## config.mk

```make
export PLATFORM = sky130hd
export DESIGN_NAME = imem_loader
export DESIGN_NICKNAME = d
export VERILOG_FILES = /design/src/rtl/imem_loader_pkg.sv /design/src/rtl/imem_loader_byte.sv /design/src/rtl/imem_loader.sv
export SDC_FILE = /design/constraint.sdc
export NUM_CORES = 1
export LEC_CHECK = 0
export ABC_AREA = 1
export BUFFER_PORTS_ARGS = -buffer_cell sky130_fd_sc_hd__buf_2
export CAP_MARGIN = 10
export CORE_ASPECT_RATIO = 0.6
export CORE_MARGIN = 1.5
export CORE_UTILIZATION = 50
export DETAILED_ROUTE_END_ITERATION = 8
export GPL_ROUTABILITY_DRIVEN = 0
export HOLD_SLACK_MARGIN = 0.02
export MAX_ROUTING_LAYER = met4
export PLACE_DENSITY = 0.69
export SKIP_LAST_GASP = 1
export SLEW_MARGIN = 20
export SYNTH_ARGS = -nofsm -noshare
export SYNTH_HDL_FRONTEND = slang
export SYNTH_SLANG_ARGS = --single-unit
export TNS_END_PERCENT = 20
```

## constraint.sdc

```tcl
create_clock -name clk -period 1.9 [get_ports clk]
set_clock_uncertainty 0.1 [all_clocks]
set_input_delay 0.19 -clock clk [delete_from_list [all_inputs] [get_ports clk]]
set_output_delay 0.19 -clock clk [all_outputs]
set_load 0.03 [all_outputs]
```

## src/rtl/imem_loader_pkg.sv

```systemverilog
// imem_loader_pkg
// Shared definitions for the instruction-memory loader slice.
//   BYTES_PER_WORD : bytes assembled into one 32-bit instruction word
//   BYTE_CNT_W     : width of the byte counter inside byte_assembler
//   load_state_t   : loader FSM states
// Optional feature macro: IMEM_LOADER_CHECKSUM_EN adds the CSUM state.
package imem_loader_pkg;

  localparam int BYTES_PER_WORD = 4;
  localparam int BYTE_CNT_W     = $clog2(BYTES_PER_WORD);

  // Encodings are fixed so CSUM can be removed without renumbering the rest.
  typedef enum logic [2:0] {
    IDLE = 3'd0,
    HDR  = 3'd1,
    DATA = 3'd2,
`ifdef IMEM_LOADER_CHECKSUM_EN
    CSUM = 3'd3,
`endif
    DONE = 3'd4,
    ERR  = 3'd5
  } load_state_t;

endpackage

```

## src/rtl/imem_loader_byte.sv

```systemverilog
// byte_assembler
// Packs a byte stream into little-endian 32-bit words.
// Ports:
//   clk, rst    : clock and synchronous active-low reset
//   clear       : drops any partially assembled word
//   byte_en     : a byte is transferred this cycle
//   byte_data   : the transferred byte
//   word_valid  : high for the single cycle in which the 4th byte transfers
//   word        : the completed word, valid while word_valid is high
module byte_assembler
  import imem_loader_pkg::*;
(
  input  logic        clk,
  input  logic        rst,
  input  logic        clear,
  input  logic        byte_en,
  input  logic [7:0]  byte_data,
  output logic        word_valid,
  output logic [31:0] word
);

  logic [BYTE_CNT_W-1:0] byte_cnt;
  logic [31:0]           shift_reg;

  // Bytes enter at the top and move down, so after four bytes the first one
  // sits in [7:0]. The counter wraps naturally after the 4th byte.
  always_ff @(posedge clk) begin
    if (!rst) begin
      byte_cnt  <= '0;
      shift_reg <= '0;
    end else if (clear) begin
      byte_cnt  <= '0;
    end else if (byte_en) begin
      byte_cnt  <= byte_cnt + BYTE_CNT_W'(1);
      shift_reg <= {byte_data, shift_reg[31:8]};
    end
  end

  // The completed word is presented in the same cycle as its 4th byte so the
  // loader can register it at that edge; this keeps the write one cycle
  // after the last byte.
  assign word_valid = byte_en && (byte_cnt == BYTE_CNT_W'(BYTES_PER_WORD - 1));
  assign word       = {byte_data, shift_reg[31:8]};

endmodule

```

## src/rtl/imem_loader.sv

```systemverilog
// imem_loader
// Receives a byte stream of the form [N][word 0]..[word N-1] (and, when
// IMEM_LOADER_CHECKSUM_EN is defined, a trailing sum-of-words checksum),
// writes the words to instruction memory at byte addresses 0,4,8,... and
// then releases the core from reset.
// Ports:
//   clk, rst              : clock and synchronous active-low reset
//   start                 : one-cycle pulse that begins a load
//   byte_valid/byte_data  : offered stream byte
//   byte_ready            : loader accepts a byte (HDR, DATA, CSUM)
//   mem_we/mem_addr/mem_wd: instruction-memory write port
//   core_rst_n            : 0 holds the core in reset; 1 only once loaded
//   done / error          : load completed / load aborted
// Optional feature macro: IMEM_LOADER_CHECKSUM_EN.
module imem_loader
  import imem_loader_pkg::*;
#(
  parameter int MEM_WORDS = 1024
) (
  input  logic        clk,
  input  logic        rst,
  input  logic        start,
  input  logic        byte_valid,
  input  logic [7:0]  byte_data,
  output logic        byte_ready,
  output logic        mem_we,
  output logic [31:0] mem_addr,
  output logic [31:0] mem_wd,
  output logic        core_rst_n,
  output logic        done,
  output logic        error
);

  localparam logic [31:0] MAX_WORDS = 32'(MEM_WORDS);

`ifdef IMEM_LOADER_CHECKSUM_EN
  localparam load_state_t AFTER_DATA = CSUM;
`else
  localparam load_state_t AFTER_DATA = DONE;
`endif

  load_state_t state;
  load_state_t state_next;

  logic        xfer;
  logic        asm_clear;
  logic        asm_valid;
  logic [31:0] asm_word;
  logic [31:0] word_count;
  logic [31:0] word_idx;
  logic        last_word;
`ifdef IMEM_LOADER_CHECKSUM_EN
  logic [31:0] csum;
`endif

  assign xfer      = byte_valid && byte_ready;
  // A new load can only begin from a state where no bytes are accepted, so
  // clearing the assembler here never collides with a transfer.
  assign asm_clear = start && ((state == IDLE) || (state == DONE) || (state == ERR));
  assign last_word = (word_idx == (word_count - 32'd1));

  byte_assembler u_asm (
    .clk        (clk),
    .rst        (rst),
    .clear      (asm_clear),
    .byte_en    (xfer),
    .byte_data  (byte_data),
    .word_valid (asm_valid),
    .word       (asm_word)
  );

  // State register.
  always_ff @(posedge clk) begin
    if (!rst) begin
      state <= IDLE;
    end else begin
      state <= state_next;
    end
  end

  // Next-state and state-decoded outputs. Start is only honoured from the
  // resting states; during a load it has no effect.
  always_comb begin
    state_next = state;
    byte_ready = 1'b0;
    done       = 1'b0;
    error      = 1'b0;
    core_rst_n = 1'b0;
    case (state)
      IDLE: begin
        if (start) state_next = HDR;
      end
      HDR: begin
        byte_ready = 1'b1;
        if (asm_valid) begin
          if (asm_word > MAX_WORDS) begin
            state_next = ERR;
          end else if (asm_word != 32'd0) begin
            state_next = DATA;
          end else begin
            state_next = AFTER_DATA;
          end
        end
      end
      DATA: begin
        byte_ready = 1'b1;
        if (asm_valid && last_word) state_next = AFTER_DATA;
      end
`ifdef IMEM_LOADER_CHECKSUM_EN
      CSUM: begin
        byte_ready = 1'b1;
        if (asm_valid) begin
          if (asm_word == csum) begin
            state_next = DONE;
          end else begin
            state_next = ERR;
          end
        end
      end
`endif
      DONE: begin
        done       = 1'b1;
        core_rst_n = 1'b1;
        if (start) state_next = HDR;
      end
      ERR: begin
        error = 1'b1;
        if (start) state_next = HDR;
      end
      default: begin
        state_next = IDLE;
      end
    endcase
  end

  // Datapath: header capture, write strobe, address/data registers (which
  // simply keep their value between writes) and the running checksum.
  always_ff @(posedge clk) begin
    if (!rst) begin
      mem_we     <= 1'b0;
      mem_addr   <= '0;
      mem_wd     <= '0;
      word_count <= '0;
      word_idx   <= '0;
`ifdef IMEM_LOADER_CHECKSUM_EN
      csum       <= '0;
`endif
    end else begin
      mem_we <= 1'b0;
      if (asm_clear) begin
        word_idx <= '0;
`ifdef IMEM_LOADER_CHECKSUM_EN
        csum     <= '0;
`endif
      end
      if ((state == HDR) && asm_valid) begin
        word_count <= asm_word;
      end
      if ((state == DATA) && asm_valid) begin
        mem_we   <= 1'b1;
        mem_addr <= {word_idx[29:0], 2'b00};
        mem_wd   <= asm_word;
        word_idx <= word_idx + 32'd1;
`ifdef IMEM_LOADER_CHECKSUM_EN
        csum     <= csum + asm_word;
`endif
      end
    end
  end

endmodule
```

==> results of run 1 <==
## power breakdown
group          total (uW)  switching (uW)  internal (uW)
logic                 632             404            228
clock network        3430            1660           1770
registers            3380            55.7           3320
total                7440            2120           5320
## through the flow
step	setup TNS, ns	setup WS, ns	cells	total power, uW
5_1_grt	-9.994	-0.4403	1675	7618
6_report	-4.448	-0.3877	1675	7443
3_3_place_gp	-3.020	-0.3410	1590	3985
3_5_place_dp	-3.374	-0.3050	1590	3990
2_1_floorplan	-0.01839	-0.01839	1174	3736
4_1_cts	-1.488	-0.2647	1659	7351
## cells in the mapped netlist (all sizes together) (3+ instances only)
master,instances,share of area
buf,14,0.011
inv,113,0.054
o21bai,5,0.0048
dfxtp,156,0.40
nor2,162,0.086
nor3,20,0.013
o21ai,92,0.059
ha,3,0.0048
nand3,59,0.039
a211oi,6,0.0057
clkbuf,39,0.019
nand4,21,0.017
nor4,7,0.0064
xnor2,10,0.011
a221oi,3,0.0033
a21oi,128,0.082
nand3b,7,0.0067
xor2,20,0.022
o21a,3,0.0029
nand2,292,0.14
## worst max-delay path by stage
stage / start / to / slack, ns
after global placement: word_count[4] / state[1] / -0.34
after CTS: word_count[0] / state[0] / -0.26
after detailed placement: word_count[4] / state[1] / -0.30
after floorplan: state[0] / word_idx[18] / -0.02
after global routing: word_count[0] / state[2] / -0.44
final: word_idx[19] / word_idx[25] / -0.39
## final cells by class
type                            instances  area [um^2]  share of cell area
Clock buffer                           17        425.4             0.03703
Clock inverter                         15        170.2             0.01481
Multi-Input combinational cell        854         4617              0.4019
Timing Repair Buffer                  317         2426              0.2112
Tap cell                              203        254.0             0.02211
Sequential cell                       156         3143              0.2736
Inverter                              113        451.7             0.03932
## metal layers
| metal | vias to the layer above | GRT usage | wire (um) |
|---|---|---|---|
| li1 | 4407 | - | - |
| met1 | 4302 | 0.5306 | 13070 |
| met2 | 679 | 0.4696 | 11970 |
| met3 | 114 | 0.1025 | 4589 |
| met4 | 0 | 0.08593 | 927 |
| met5 | - | - | 0 |
## logic make-up after synthesis
kind of cell	after synthesis	share of synthesized area
AOI/OAI and AO/OA	244	0.1647
and+or+nand+nor	573	0.3152
adders and majority gates	3	0.004784
xor gates and xnor gates	30	0.03348
other	1	0.0004779
DFF	156	0.3980
buffers and inverters	166	0.08339
## timing repair
| item | in CTS | in global routing |
|---|---|---|
| buffers inserted | 28 | 21 |
| pin swaps | 39 | 33 |
| endpoints found under the hold margin | 24 | 0 |
| hold buffers | 8 | 0 |
| endpoints found under the setup margin | 106 | 125 |
| resized for setup | 51 | 113 |
| cloned | 2 | 3 |
## worst reg2reg max path, delay by kind of cell (launching register included)
kind | cells | cell delay, ns
and+or+nand+nor | 3 | 0.89
buffers and inverters | 2 | 0.34
DFF | 1 | 0.49
AOI/OAI and AO/OA | 2 | 0.33
==> results.toml, run 1 <==
[global_routing]
overflow = 0
grt_pass1_vias = 8136
antenna_found_initial = 0
track_usage = 0.3582
grt_first_pass_wirelength_um = 43640
grt_max_degree = 71

[setup_path]
critPathKind = "reg2reg"
reg2reg_to = "word_idx[25]"
crit_family = "simple AND/OR/NAND/NOR gates"
critical-path-max-stage-delay_ns = 0.49
cpMostUsedCell = "inv_1"
end_kind = "flip-flop"
crit_cells = 7
startpoint_type = "flip-flop"
crit_arrival_ns = 2.50
cp.required_ns = 2.11
cp_max_fo = 4
r2r-start = "word_idx[19]"
cp_cell_sequence = "inv_1, nor3_1, inv_1, nor4_1, nand4_1, o21ai_0, a21oi_1"
reg2reg_depth = 7
rrSetupSlack_ns = -0.39
slowest_stage = "dfxtp_1"
worst-path-buf-inv = 2

[finish]
reg.largest.list = "mem_wd (32), word_count (32), word_idx (32)"
antenna_cells = 0
fillers = 1091
layout_commonest_cell = "nand2_1"
fin_nets = 1474
layout_common_cells = "nand2_1, buf_4, dfxtp_1, nor2_1, a21oi_1"
fin_util = 0.7495
area_delta_synth_final_pct = 46.38
fin_area_mm2 = 0.01149
drive_gt1_frac = 0.3308

[logic_synthesis]
synth_area_mm2 = 0.007848
synth_edf_count = 0
avgSynthCellArea_um2 = 6.690
yosysSeqAreaShare = 0.3980
synth_cells = 1173
ys_warn_count = 0
synth_seq_cells = 156
synth_cell_type_count = 42
ys.flop_type = "dfxtp_1"
synthArstFlopShare = 0

[timing]
setup_ws_ns = -0.3877
setup_violations = 34
hold_violations = 0
max_freq_mhz = 437.1
drv_slew = 0
worstMarginPinSlew_ns = 0.5888
relSlewSlack = 0.6038
fin_hold_ws_ns = 0.1218
period_needed_ns = 2.288
period_share = 1.204
rsz0062_at_grt = "true"

[clock_network]
clockBufferDepth = 2
numCtsBuffers = 17
cts_root_buffer = "clkbuf_16"
path_clk_slew_ns = 0.08
htree_levels = 4
clock_latency_ns = 0.44
clkSinkCount = 156
cts_tree = "yes"

[floorplanning]
die_w_um = 164.7
coreArea_mm2 = 0.01533
die_h_um = 100.0
start_util = 0.5120
top_level_ports = 81
fp-row-count = 35
die_area_mm2 = 0.01648

[outcome]
outcome = "finished with violations"
violations = "negative setup slack"

[detailed_routing]
vias_per_cell = 5.673
drc_errors = 0
drtIter0Drc = 1162
wl_per_cell_um = 18.24
ant_nets = 0
first_pass_iters = 6
wirelength_um = 30560
vias = 9502

[power]
leakage_uw = 0.005469
ir_worst_vdd_v = 0.0004715
power.density_mw_per_mm2 = 647.9

[min_path]
hold_end = "state[1]"
hold_path.class = "in2reg"
hold_path_depth = 5
holdCritStartpoint = "start"

[job]
max-cap-violations = 0

[placement]
io_buffers = 78
dp_hpwl_um = 20240
placed_area_mm2 = 0.009836
Power figures use the tool's default switching activity.
==> inputs of run 2 (changes only) <==
CORE_UTILIZATION = 45   (was 50)
PLACE_DENSITY = 0.63   (was 0.69)
==> run 2 against run 1 <==
  * The run still ends with negative setup slack left
  * Hold slack hardly changed
  * Count of clock-buffer cells in the layout stayed put
  * Global-route usage is 3.8 points lower
  * Clock power hardly changed
  * Register-to-register slack better by 0.10 ns
  * Critical path depth is 7 higher
  * Largest cell class unchanged
  * Highest routed layer unchanged
==> results.toml, run 2 (same netlist as run 1, synthesis figures left out) <==
[min_path]
holdCritStartpoint = "start"
hold_end = "state[1]"
hold_path.class = "in2reg"
hold_path_depth = 5

[detailed_routing]
ant_nets = 0
first_pass_iters = 5
drtIter0Drc = 1061
drc_errors = 0
vias_per_cell = 5.246
wirelength_um = 29090
wl_per_cell_um = 16.83
vias = 9071

[setup_path]
cp.required_ns = 2.13
critPathKind = "reg2reg"
critical-path-max-stage-delay_ns = 0.37
cp_cell_sequence = "nor2_2, nand2_2, nor2_8, nand3_2, buf_4, xnor2_1, nor2_1, nand2_1, nor2_1, nand4_1, nand2_1, o31ai_1, nand2_1, inv_1"
reg2reg_to = "state[1]"
rrSetupSlack_ns = -0.29
crit_arrival_ns = 2.42
cpMostUsedCell = "nand2_1"
slowest_stage = "dfxtp_1"
cp_max_fo = 5
crit_family = "simple AND/OR/NAND/NOR gates"
end_kind = "flip-flop"
r2r-start = "word_count[7]"
worst-path-buf-inv = 2
startpoint_type = "flip-flop"
reg2reg_depth = 14

[power]
power.density_mw_per_mm2 = 640.5
ir_worst_vdd_v = 0.0004809
switching_share = 0.2827
p_switching_uw = 2099
pwr-share-clk = 0.461
power.share.sequential = 0.454
leakage_uw = 0.005555
combPwrFrac = 0.085
p_int_uw = 5327

[job]
max-cap-violations = 0

[timing]
max_freq_mhz = 457.3
period_share = 1.151
hold_violations = 0
setup_ws_ns = -0.2869
rsz0062_at_grt = "true"
fin_tns_setup_ns = -3.034
period_needed_ns = 2.187
setup_violations = 39
drv_slew = 0

[finish]
reg.largest.list = "mem_wd (32), word_count (32), word_idx (32)"
layout_common_cells = "nand2_1, buf_4, dfxtp_1, a21oi_1, nor2_1"
antenna_cells = 0
fin_nets = 1497
fin_util = 0.6788
drive_gt1_frac = 0.3378
area_delta_synth_final_pct = 47.75
layout_commonest_cell = "nand2_1"

[global_routing]
grt_first_pass_wirelength_um = 44110
grt_max_degree = 71
antenna_found_initial = 0
track_usage = 0.3198
grt_pass1_vias = 8146
overflow = 0

[clock_network]
clock_latency_ns = 0.44
clkSinkCount = 156
path_clk_slew_ns = 0.07
cts_tree = "yes"
cts_root_buffer = "clkbuf_16"
htree_levels = 4
numCtsBuffers = 17
clockBufferDepth = 2

[floorplanning]
die_h_um = 105.3
start_util = 0.4594
top_level_ports = 81
die_w_um = 173.5
die_area_mm2 = 0.01827
coreArea_mm2 = 0.01708
fp-row-count = 37

[placement]
dp_hpwl_um = 20840
io_buffers = 78

[outcome]
outcome = "finished with violations"
violations = "negative setup slack"
[run 2: cell types whose count changed in the layout (fill, tap and decap cells not counted), moves of 4 or more]
| cell | change |
|---|---|
| a21oi_1 | +7 |
| a21oi_2 | -7 |
| buf_4 | +32 |
| buf_6 | -8 |
| dfxtp_1 | -5 |
| dfxtp_2 | +4 |
| nor2_1 | -6 |
| nor2_2 | +11 |
| nor2_4 | -6 |
[run 2: routing by layer]
layer,global-route usage,up-vias,wire length [um]
met4,0.08012,0,442
met2,0.4177,440,11360
met3,0.06169,41,3103
li1,-,4445,-
met5,-,-,0
met1,0.4912,4145,14190
[run 2: final cells by class]
class	count	area, um^2
fillers	1426	5488
multi-input cells	853	4523
flip-flops and latches	156	3152
repair buffers	341	2581
inverters	113	446.7
clock buffers	17	425.4
well taps	234	292.8
clock inverters	15	173.9
[run 2: through the flow]
step | hold slack (ns) | worst slack [ns] | power (uW) | std cells | area (um^2)
finish | 0.1219 | -0.2869 | 7426 | 1729 | 11590
CTS | 0.1084 | -0.2412 | 7406 | 1710 | 11140
global placement | 0.3501 | -0.3203 | 4013 | 1648 | 10080
global route | 0.1349 | -0.4565 | 7631 | 1729 | 11590
detailed placement | 0.3555 | -0.3013 | 4016 | 1648 | 10080
floorplan | 0.2339 | -0.01839 | 3736 | 1174 | 7909
[run 2: power groups by stage]
stage	registers, uW	clock network [uW]	logic, uW
after floorplan	3430	0	303
after global placement	3440	0	572
after detailed placement	3440	0	575
after CTS	3370	3440	600
after global routing	3370	3580	681
final	3370	3420	633
[run 2: how the worst max path moves through the flow]
stage	to	slack (ns)	cells past startpoint	from
4_1_cts	state[2]	-0.24	16	word_count[1]
3_5_place_dp	state[2]	-0.30	14	word_count[4]
3_3_place_gp	word_idx[28]	-0.32	10	word_idx[0]
5_1_grt	state[2]	-0.46	16	word_count[14]
6_report	state[1]	-0.29	14	word_count[7]
2_1_floorplan	word_idx[18]	-0.02	13	state[0]
[run 2: worst reg2reg max path, delay by kind of cell (launching register included)]
family	cells	cell delay [ns]
AOI/OAI and AO/OA	1	0.06
xor gates and xnor gates	1	0.12
buffers and inverters	2	0.21
DFF	1	0.37
and+or+nand+nor	10	1.23
[run 2: timing repair]
| item | in CTS | in global routing |
|---|---|---|
| endpoints found under the setup margin | 106 | 119 |
| cloned | 1 | 3 |
| hold buffers | 8 | 0 |
| buffers inserted | 21 | 17 |
| gates resized for setup | 62 | 76 |
| pin swaps | 33 | 39 |
| hold endpoints to repair | 24 | 0 |
==> inputs of run 3 (changes only) <==
CORE_UTILIZATION = 31   (was 45)
PLACE_DENSITY = 0.46   (was 0.63)
SKIP_LAST_GASP = unset   (was 1)
==> run 3 against run 2 <==
  * Critical path type unchanged
  * Setup slack got worse by 0.096 ns
  * Highest routed layer unchanged
  * Non-clock buffer count increased by 12
  * Combinational power up 11%
  * Sequential power about the same
  * Hold slack got worse by 0.079 ns
  * The run still ends with negative setup slack left
  * Cell count up 5.7%
==> results.toml, run 3 (same netlist as run 1, synthesis figures left out) <==
[setup_path]
rrSetupSlack_ns = -0.38
startpoint_type = "flip-flop"
r2r-start = "word_count[3]"
critPathKind = "reg2reg"
crit_arrival_ns = 2.56
cp_max_fo = 5
cp.required_ns = 2.18
reg2reg_depth = 18
end_kind = "flip-flop"
reg2reg_to = "state[0]"

[power]
p_switching_uw = 1965
pwr-share-clk = 0.480
power.density_mw_per_mm2 = 658.7
combPwrFrac = 0.090
power.share.sequential = 0.430
ir_worst_vdd_v = 0.0005682
switching_share = 0.2513
p_total_uw = 7819
leakage_uw = 0.005629
p_int_uw = 5854

[detailed_routing]
wirelength_um = 30170
vias_per_cell = 4.813
first_pass_iters = 5
ant_nets = 0
drtIter0Drc = 639
vias = 8798
wl_per_cell_um = 16.50
drc_errors = 0

[global_routing]
track_usage = 0.2387
antenna_found_initial = 0
overflow = 0
grt_pass1_vias = 7966
grt_first_pass_wirelength_um = 46420
grt_max_degree = 75

[floorplanning]
fp-row-count = 44
start_util = 0.3203
coreArea_mm2 = 0.02450
die_h_um = 126.2
die_area_mm2 = 0.02631
top_level_ports = 81
die_w_um = 208.4

[job]
max-cap-violations = 0

[finish]
fin_area_mm2 = 0.01187
antenna_cells = 0
layout_commonest_cell = "nand2_1"
area_delta_synth_final_pct = 51.26
layout_common_cells = "nand2_1, buf_4, dfxtp_1, a21oi_1, nor2_1"
fillers = 2513
drive_gt1_frac = 0.3406
reg.largest.list = "mem_wd (32), word_count (32), word_idx (32)"
fin_nets = 1508

[placement]
io_buffers = 78
placed_area_mm2 = 0.01037
dp_hpwl_um = 23290

[timing]
period_needed_ns = 2.283
period_share = 1.201
drv_slew = 0
rsz0062_at_grt = "true"
hold_violations = 0
setup_violations = 33
max_freq_mhz = 438.1
setup_ws_ns = -0.3825

[clock_network]
cts_root_buffer = "clkbuf_16"
path_clk_slew_ns = 0.07
clockBufferDepth = 2
cts_tree = "yes"
numCtsBuffers = 17
clock_latency_ns = 0.44
clkSinkCount = 156
htree_levels = 4

[min_path]
hold_end = "u_asm.shift_reg[30]"
hold_path.class = "in2reg"
holdCritStartpoint = "byte_data[6]"
hold_path_depth = 4

[outcome]
outcome = "finished with violations"
violations = "negative setup slack"
## run 3: cell count changes in the layout (fill, tap and decap cells not counted), moves of 4 or more
| cell | delta |
|---|---|
| a21oi_1 | -5 |
| a21oi_2 | +5 |
| buf_6 | +10 |
| bufinv_16 | +4 |
| clkinv_8 | -6 |
| dfxtp_1 | +7 |
| dfxtp_2 | -6 |
| nor2_4 | -4 |
| o21ai_0 | -16 |
| o21ai_1 | +16 |
## run 3: timing repair
item                                   in CTS  in global routing
setup buffers                              15                 19
setup endpoints to repair                  89                120
endpoints found under the hold margin      18                  0
resized for setup                          47                113
gates cloned                                0                  1
pin swaps                                  13                 48
hold buffers                                6                  0
## run 3: power groups by stage
stage | logic [uW] | registers (uW) | clock network (uW)
after global routing | 763 | 3370 | 3980
after global placement | 662 | 3430 | 0
final | 700 | 3360 | 3760
after CTS | 681 | 3360 | 3800
after floorplan | 303 | 3430 | 0
after detailed placement | 661 | 3430 | 0
## run 3: per-stage QoR
step           TNS [ns]  setup slack, ns  instances  utilization  hold WS (ns)
6_report         -2.060          -0.3825       1828       0.4845       0.04253
5_1_grt          -13.17          -0.5284       1828       0.4845       0.05133
4_1_cts          -1.324          -0.3556       1808       0.4626       0.03283
3_5_place_dp     -4.225          -0.4157       1755       0.4232        0.3535
3_3_place_gp     -7.367          -0.4001       1755       0.4232        0.3505
2_1_floorplan  -0.01839         -0.01839       1174            -        0.2339
## run 3: area by class of cell
type / count / area, um^2 / area share
Inverter: 113 / 436.7 / 0.03679
Sequential cell: 156 / 3141 / 0.2646
Tap cell: 322 / 402.9 / 0.03394
Clock inverter: 12 / 183.9 / 0.01549
Clock buffer: 20 / 446.7 / 0.03763
Timing Repair Buffer: 353 / 2714 / 0.2286
Multi-Input combinational cell: 852 / 4546 / 0.3829
## run 3: routing by layer
metal  global-route usage  wire length [um]  up-vias
li1                     -                 -     4471
met1               0.3899             17030     4056
met2               0.2801             10780      257
met3              0.05736              2167       14
met4              0.03821               183        0
met5                    -                 0        -
## run 3: critical path: stages, from the launching register on
cell	delay (ns)
dfxtp_1	0.32
buf_4	0.15
inv_1	0.10
nand3_4	0.12
nor2_8	0.17
buf_6	0.13
buf_4	0.11
nand2_4	0.05
nor2_1	0.08
nand2_1	0.07
nand2_2	0.11
nand2_2	0.07
nor2_1	0.08
nand3_1	0.13
o21ai_4	0.18
nand3_2	0.10
nand2_1	0.07
inv_1	0.03
nor2_1	0.07
## run 3: worst max path at each step
| stage | start | to | slack [ns] |
|---|---|---|---|
| global route | word_count[0] | state[0] | -0.53 |
| detailed placement | word_count[1] | state[2] | -0.42 |
| CTS | word_count[0] | state[2] | -0.36 |
| global placement | word_count[1] | state[0] | -0.40 |
| finish | word_count[3] | state[0] | -0.38 |
| floorplan | state[0] | word_idx[18] | -0.02 |
